==> src/rtl/multicycle_ctrl.sv <==
// Multi-cycle main control FSM: fetch / decode / exec / mem / writeback sequencing.
// Optional bounded memory wait (trap on timeout) enabled by MULTICYCLE_CTRL_MEM_TIMEOUT_EN.
module multicycle_ctrl #(
  parameter int unsigned OPW         = 4,
  parameter int unsigned MEM_TIMEOUT = 16
) (
  input  logic           clk,
  input  logic           reset,
  input  logic [OPW-1:0] opcode,
  input  logic           zero,
  input  logic           mem_ready,
  output logic [OPW-1:0] op_sel,
  output logic           mem_req,
  output logic           mem_we,
  output logic           addr_sel,
  output logic           ir_write,
  output logic           pc_write,
  output logic           pc_src,
  output logic           alu_src_imm,
  output logic           reg_write,
  output logic           mem_to_reg,
  output logic           reg_dst,
  output logic           retire,
  output logic           trap,
  output logic           halted
);

  typedef enum logic [2:0] {
    ST_FETCH,
    ST_DECODE,
    ST_EXEC,
    ST_MEM,
    ST_WB,
    ST_HALT,
    ST_TRAP
  } state_t;

  state_t         state_q, state_d;
  logic [OPW-1:0] opc_q, opc_d;

  function automatic logic is_rtype(input logic [OPW-1:0] op);
    return op == OPW'(0);
  endfunction

  function automatic logic is_aluimm(input logic [OPW-1:0] op);
    return (op >= OPW'(1)) && (op <= OPW'(9));
  endfunction

  function automatic logic is_lw(input logic [OPW-1:0] op);
    return op == OPW'(10);
  endfunction

  function automatic logic is_sw(input logic [OPW-1:0] op);
    return op == OPW'(11);
  endfunction

  function automatic logic is_beq(input logic [OPW-1:0] op);
    return op == OPW'(12);
  endfunction

  function automatic logic is_halt(input logic [OPW-1:0] op);
    return op == OPW'(15);
  endfunction

`ifdef MULTICYCLE_CTRL_MEM_TIMEOUT_EN
  localparam int unsigned CNT_W = $clog2(MEM_TIMEOUT + 1);

  logic [CNT_W-1:0] cnt_q, cnt_d;
  logic             timeout;

  // Count reaches MEM_TIMEOUT on this cycle's increment; a same-cycle ready wins.
  assign timeout = (cnt_q == CNT_W'(MEM_TIMEOUT - 1));
`else
  // MEM_TIMEOUT only matters in the timeout build; nothing is generated here.
  if (MEM_TIMEOUT == 0) begin : g_mem_timeout_unused
  end
`endif

  always_ff @(posedge clk) begin
    if (reset) begin
      state_q <= ST_FETCH;
      opc_q   <= '0;
    end else begin
      state_q <= state_d;
      opc_q   <= opc_d;
    end
  end

`ifdef MULTICYCLE_CTRL_MEM_TIMEOUT_EN
  always_ff @(posedge clk) begin
    if (reset) begin
      cnt_q <= '0;
    end else begin
      cnt_q <= cnt_d;
    end
  end
`endif

  always_comb begin
    state_d     = state_q;
    opc_d       = opc_q;
    mem_req     = 1'b0;
    mem_we      = 1'b0;
    addr_sel    = 1'b0;
    ir_write    = 1'b0;
    pc_write    = 1'b0;
    pc_src      = 1'b0;
    alu_src_imm = 1'b0;
    reg_write   = 1'b0;
    mem_to_reg  = 1'b0;
    reg_dst     = 1'b0;
    retire      = 1'b0;
`ifdef MULTICYCLE_CTRL_MEM_TIMEOUT_EN
    // Cleared whenever not waiting, so every FETCH/MEM entry starts from zero.
    cnt_d       = '0;
    if ((state_q == ST_FETCH || state_q == ST_MEM) && !mem_ready) begin
      cnt_d = cnt_q + CNT_W'(1);
    end
`endif

    unique case (state_q)
      ST_FETCH: begin
        mem_req = 1'b1;
        if (mem_ready) begin
          ir_write = 1'b1;
          pc_write = 1'b1;
          opc_d    = opcode;
          state_d  = ST_DECODE;
        end
`ifdef MULTICYCLE_CTRL_MEM_TIMEOUT_EN
        else if (timeout) begin
          state_d = ST_TRAP;
        end
`endif
      end

      ST_DECODE: begin
        if (is_halt(opc_q)) begin
          state_d = ST_HALT;
        end else if (is_rtype(opc_q) || is_aluimm(opc_q) || is_lw(opc_q) ||
                     is_sw(opc_q) || is_beq(opc_q)) begin
          state_d = ST_EXEC;
        end else begin
          state_d = ST_TRAP;
        end
      end

      ST_EXEC: begin
        alu_src_imm = is_aluimm(opc_q) || is_lw(opc_q) || is_sw(opc_q);
        if (is_beq(opc_q)) begin
          pc_write = zero;
          pc_src   = zero;
          retire   = 1'b1;
          state_d  = ST_FETCH;
        end else if (is_lw(opc_q) || is_sw(opc_q)) begin
          state_d = ST_MEM;
        end else begin
          state_d = ST_WB;
        end
      end

      ST_MEM: begin
        mem_req     = 1'b1;
        addr_sel    = 1'b1;
        mem_we      = is_sw(opc_q);
        alu_src_imm = 1'b1;
        if (mem_ready) begin
          if (is_sw(opc_q)) begin
            retire  = 1'b1;
            state_d = ST_FETCH;
          end else begin
            state_d = ST_WB;
          end
        end
`ifdef MULTICYCLE_CTRL_MEM_TIMEOUT_EN
        else if (timeout) begin
          state_d = ST_TRAP;
        end
`endif
      end

      ST_WB: begin
        reg_write  = 1'b1;
        mem_to_reg = is_lw(opc_q);
        reg_dst    = is_rtype(opc_q);
        retire     = 1'b1;
        state_d    = ST_FETCH;
      end

      ST_HALT: state_d = ST_HALT;
      ST_TRAP: state_d = ST_TRAP;

      default: state_d = ST_FETCH;
    endcase

    // Reset is synchronous, so the state may still be mid-instruction here.
    if (reset) begin
      mem_req   = 1'b0;
      mem_we    = 1'b0;
      ir_write  = 1'b0;
      pc_write  = 1'b0;
      reg_write = 1'b0;
      retire    = 1'b0;
    end
  end

  assign op_sel = opc_q;
  assign trap   = (state_q == ST_TRAP);
  assign halted = (state_q == ST_HALT);

endmodule
==> config.mk <==
export PLATFORM = sky130hd
export DESIGN_NAME = multicycle_ctrl
export DESIGN_NICKNAME = d
export VERILOG_FILES = /design/src/rtl/multicycle_ctrl.sv
export SDC_FILE = /design/constraint.sdc
export NUM_CORES = 1
export LEC_CHECK = 0
export CAP_MARGIN = 25
export CORE_MARGIN = 2
export CORE_UTILIZATION = 38
export CTS_BUF_LIST = sky130_fd_sc_hd__clkbuf_4
export CTS_CLUSTER_DIAMETER = 120
export CTS_CLUSTER_SIZE = 20
export DETAILED_ROUTE_END_ITERATION = 10
export PLACE_DENSITY = 0.86
export SYNTH_ARGS = -nofsm -noshare
export SYNTH_HDL_FRONTEND = slang
export SYNTH_SLANG_ARGS = --single-unit
==> constraint.sdc <==
create_clock -name clk -period 1.2 [get_ports clk]
set_input_delay 0.12 -clock clk [delete_from_list [all_inputs] [get_ports clk]]
set_output_delay 0.12 -clock clk [all_outputs]
set_load 0.03 [all_outputs]
==> results_dict.tcl, run 1 <==
set metrics [dict create \
    tool.error "[ERROR DPL-0038] Utilization greater than 100%, impossible to legalize" \
    place_hpwl_um 1320 \
    avgSynthCellArea_sq_um 7.95 \
    row_count 13 \
    io_pins 25 \
    status "did not finish" \
    place_congestion 0.817 \
    io_buffers 24 \
    worst-ep-kind "top-level output" \
    seq_area_frac_synth_pct 24.8 \
    ctsHoldBuffers 0 \
    stop_stage "global routing (5_1_grt)" \
    synthDominantCellAreaShare_pct 24.8 \
    grt_max_degree 10 \
    yosys_warnings 0 \
    synth_area_leaders "dfxtp_1, mux2i_1, nor2_1" \
    ys_ff_latch 7 \
    postSynthCellCount 71 \
    clock-root-buffer "clkbuf_4" \
    syn_nets 79 \
    synth_edf_count 0 \
    synth_largest_area_cell "dfxtp_1" \
    async_flop_share_pct 0 \
    die_height_um 42.5 \
    clk_path_buf_depth 2 \
    ys_types 36 \
    clkSinkCount 7 \
    fp.dieW_um 42.5 \
    ys.flop_type "dfxtp_1" \
    initial_core_util_pct 41.8 \
    syn_area_sq_um 564 \
    crit_endpoint "pc_write" \
    h-tree-depth 1 \
    cts_buffers 3 \
]
[timing repair]
action,in CTS
buffers inserted,17
resized for setup,43
endpoints found under the setup margin,20
pin swaps,16
[cell usage after synthesis (2+ instances only)]
master    n
nand2b_1  4
nand3b_1  2
or3_1     2
and3_1    2
nor2_1    9
nor3_1    3
inv_1     3
dfxtp_1   7
nand2_1   2
nor4b_1   2
a31oi_1   2
mux2i_1   4
buf_2     3
a21oi_1   4
[cell families after synthesis]
| logic type | count (synthesis) | share of synthesized area (%) |
|---|---|---|
| AOI/OAI and AO/OA | 13 | 15.7 |
| xor gates and xnor gates | 1 | 1.55 |
| buffers and inverters | 10 | 9.53 |
| and+or+nand+nor | 36 | 41.2 |
| DFF | 7 | 24.8 |
| muxes | 4 | 7.10 |
[metrics by stage]
| stage | TNS [ns] | setup slack [ns] | instances | cell area (sq um) | hold WS, ns |
|---|---|---|---|---|---|
| floorplan | -1.70 | -0.232 | 71 | 717 | 0.196 |
| global placement | -3.38 | -0.556 | 120 | 996 | 0.591 |
| detailed placement | -3.75 | -0.566 | 120 | 996 | 0.590 |
| CTS | -4.80 | -0.419 | 139 | 1270 | 0.491 |
==> inputs of run 2 (changes only) <==
==> config.mk (replaced) <==
export PLATFORM = sky130hd
export DESIGN_NAME = multicycle_ctrl
export DESIGN_NICKNAME = d
export VERILOG_FILES = /design/src/rtl/multicycle_ctrl.sv
export SDC_FILE = /design/constraint.sdc
export NUM_CORES = 1
export LEC_CHECK = 0
export CAP_MARGIN = 25
export CORE_AREA = 2 2 63 65
export DETAILED_ROUTE_END_ITERATION = 10
export DIE_AREA = 0 0 65 67
export PLACE_DENSITY_LB_ADDON = 0.15
export SYNTH_ARGS = -nofsm -noshare
export SYNTH_HDL_FRONTEND = slang
export SYNTH_SLANG_ARGS = --single-unit
==> constraint.sdc (replaced) <==
create_clock -name clk -period 1.56 [get_ports clk]
set_input_delay 0.156 -clock clk [delete_from_list [all_inputs] [get_ports clk]]
set_output_delay 0.156 -clock clk [all_outputs]
set_load 0.03 [all_outputs]
==> results_dict.tcl, run 2 <==
set metrics [dict create \
    status "complete, but fails checks" \
    violations "setup timing" \
    synth_commonest_cells "nor2_1, dfxtp_1, a21oi_1, mux2i_1, nand2b_1" \
    slew_headroom_pct 78.3 \
    ir_drop_uv 213 \
    die_height_um 67 \
    row_count 22 \
    ys_types 36 \
    async_flop_share_pct 0 \
    n_antenna_cell 0 \
    final.setup.tns_ns -0.0463 \
    nets 123 \
    ys_ff_latch 7 \
    avgSynthCellArea_sq_um 7.95 \
    finalSetupViolations 2 \
    fp.dieW_um 65 \
    synthXorXnorAreaFrac_pct 1.55 \
    fin_crit_ns 1.58 \
    yosys_warnings 0 \
    grt_setup_unrepaired "yes" \
    synth_simple_gate_area_share_pct 41.2 \
    drcViolationCount 0 \
    hold_violations 0 \
    synth_top_family_by_area "simple AND/OR/NAND/NOR gates" \
    ant_nets 0 \
    io_buffers 24 \
    grtUsageTotal_pct 9.65 \
    postLayoutSetupSlackWorst_ns -0.0249 \
    p_total_w 0.000829 \
    drtIter0Drc 20 \
    ys.flop_type "dfxtp_1" \
    start_kind "register" \
    wl_um 1870 \
    clkSinkCount 7 \
    fill_cells 398 \
    clk_latency_ns 0.22 \
    cts_buffers 3 \
    coreArea_sq_um 3610 \
    syn_area_sq_um 564 \
    synth-compound-area-share_pct 15.7 \
    io_pins 25 \
    mostFrequentLayoutCell "buf_4" \
    vias 674 \
    drive_gt1_share_pct 50.0 \
    worstSetupPathType "reg -> out" \
    clk_pin_slew_ns 0.04 \
    synthMuxAreaShare_pct 7.10 \
    grt_pass1_vias 687 \
    fin_skew_ns 0.00321 \
    power.density_nw_per_um2 729 \
    seq_area_frac_synth_pct 24.8 \
    hold_depth 3 \
    synth_largest_area_cell "dfxtp_1" \
    h-tree-depth 1 \
    antenna_found_initial 0 \
    grt_max_degree 11 \
    yosysMostFrequentCell "nor2_1" \
    layout_common_cells "buf_4, buf_6, clkdlybuf4s50_1, nor2_1" \
    post-route-period-util_pct 102 \
    fin_area_sq_um 1140 \
    synth_edf_count 0 \
    vias_per_cell 4.16 \
    die-area_sq_um 4360 \
    place_hpwl_um 1440 \
    largest_reg_flops 4 \
    synth_area_leaders "dfxtp_1, mux2i_1, nor2_1" \
    grt.overflow.total 0 \
    synthDominantCellAreaShare_pct 24.8 \
    worstPathMaxFanout 2 \
    cp.arrival_ns 1.43 \
    syn_nets 79 \
    postSynthCellCount 71 \
    initial_core_util_pct 15.6 \
    clock.fmax_mhz 631 \
    worstHoldPathType "in -> reg" \
    reg2reg_depth 6 \
    grt_pass1_wl_um 3190 \
    place_congestion 0.648 \
    dpl_cell_area_sq_um 953 \
    clock-root-buffer "clkbuf_8" \
    drv_slew 0 \
    cts_tree "built" \
    dr.pass1.iters 4 \
    end_kind "primary output" \
    synth_fa_ha_area_share_pct 0 \
    area_growth_pct 102 \
    clk_path_buf_depth 2 \
    p_leak_nw 0.496 \
    worst_slew_pin_slew_ns 0.317 \
    cp.required_ns 1.40 \
    wl_per_cell_um 11.6 \
    cap_violations 0 \
]
-- run 2: cell counts after synthesis --
Identical to the previous run, type by type.
-- run 2: routing by layer --
layer	GRT usage [%]	up-vias	share of wire, %
met5	0	-	0
met4	6.38	0	1.8
met3	1.52	2	4.6
met2	16.2	18	50
met1	11.3	312	44
li1	-	342	-
-- run 2: cell type report --
type                    count  area (sq um)  area share [%]
multi-input cells          54           444            39.1
flip-flops and latches      7           153            13.4
well taps                  48          60.1            5.28
clock buffers               4          45.0            3.96
inverters                   3          11.3           0.990
repair buffers             46           424            37.3
-- run 2: worst max-delay path, cell delays in order (launching register included) --
cell     delay (ns)
dfxtp_1        0.30
or4_4          0.54
a21oi_2        0.15
nor3_2         0.05
buf_4          0.16
-- run 2: cells by family after synthesis --
| family | Yosys count |
|---|---|
| AO/OA/AOI/OAI | 13 |
| buffers and inverters | 10 |
| AND/OR/NAND/NOR | 36 |
| multiplexers | 4 |
| flip-flops | 7 |
| XOR/XNOR | 1 |
-- run 2: stage by stage --
stage	cells	hold slack (ns)	utilization [%]	setup WS (ns)
detailed placement	149	0.627	26.4	-0.275
global placement	149	0.644	26.4	-0.269
finish	162	0.555	31.5	-0.0249
global route	162	0.568	31.5	-0.0888
CTS	159	0.565	30.0	-0.0376
floorplan	71	0.239	-	-0.120
-- run 2: path summary, 6_finish.rpt --
path                   start  slack (ns)     endpoint
setup / recovery   op_sel[3]       -0.02  alu_src_imm
hold / removal     opcode[1]        0.56    op_sel[1]
setup reg to reg  state_q[2]        0.20    op_sel[0]
hold reg to reg    op_sel[1]        0.62    op_sel[1]
-- run 2: power by group --
group	leakage (nW)	switching (W)	internal, W
clock	0.0228	0.0000705	0.000176
sequential	0.0600	0.0000237	0.000198
combinational	0.413	0.000172	0.000189
total	0.496	0.000266	0.000563
-- run 2: what timing repair did --
action / in CTS / in global routing
hold buffers: 0 / 0
pin swaps: 3 / 5
gates cloned: 0 / 0
setup endpoints to repair: 9 / 11
buffers inserted: 7 / 3
gates resized for setup: 24 / 9
Power figures use the tool's default switching activity.
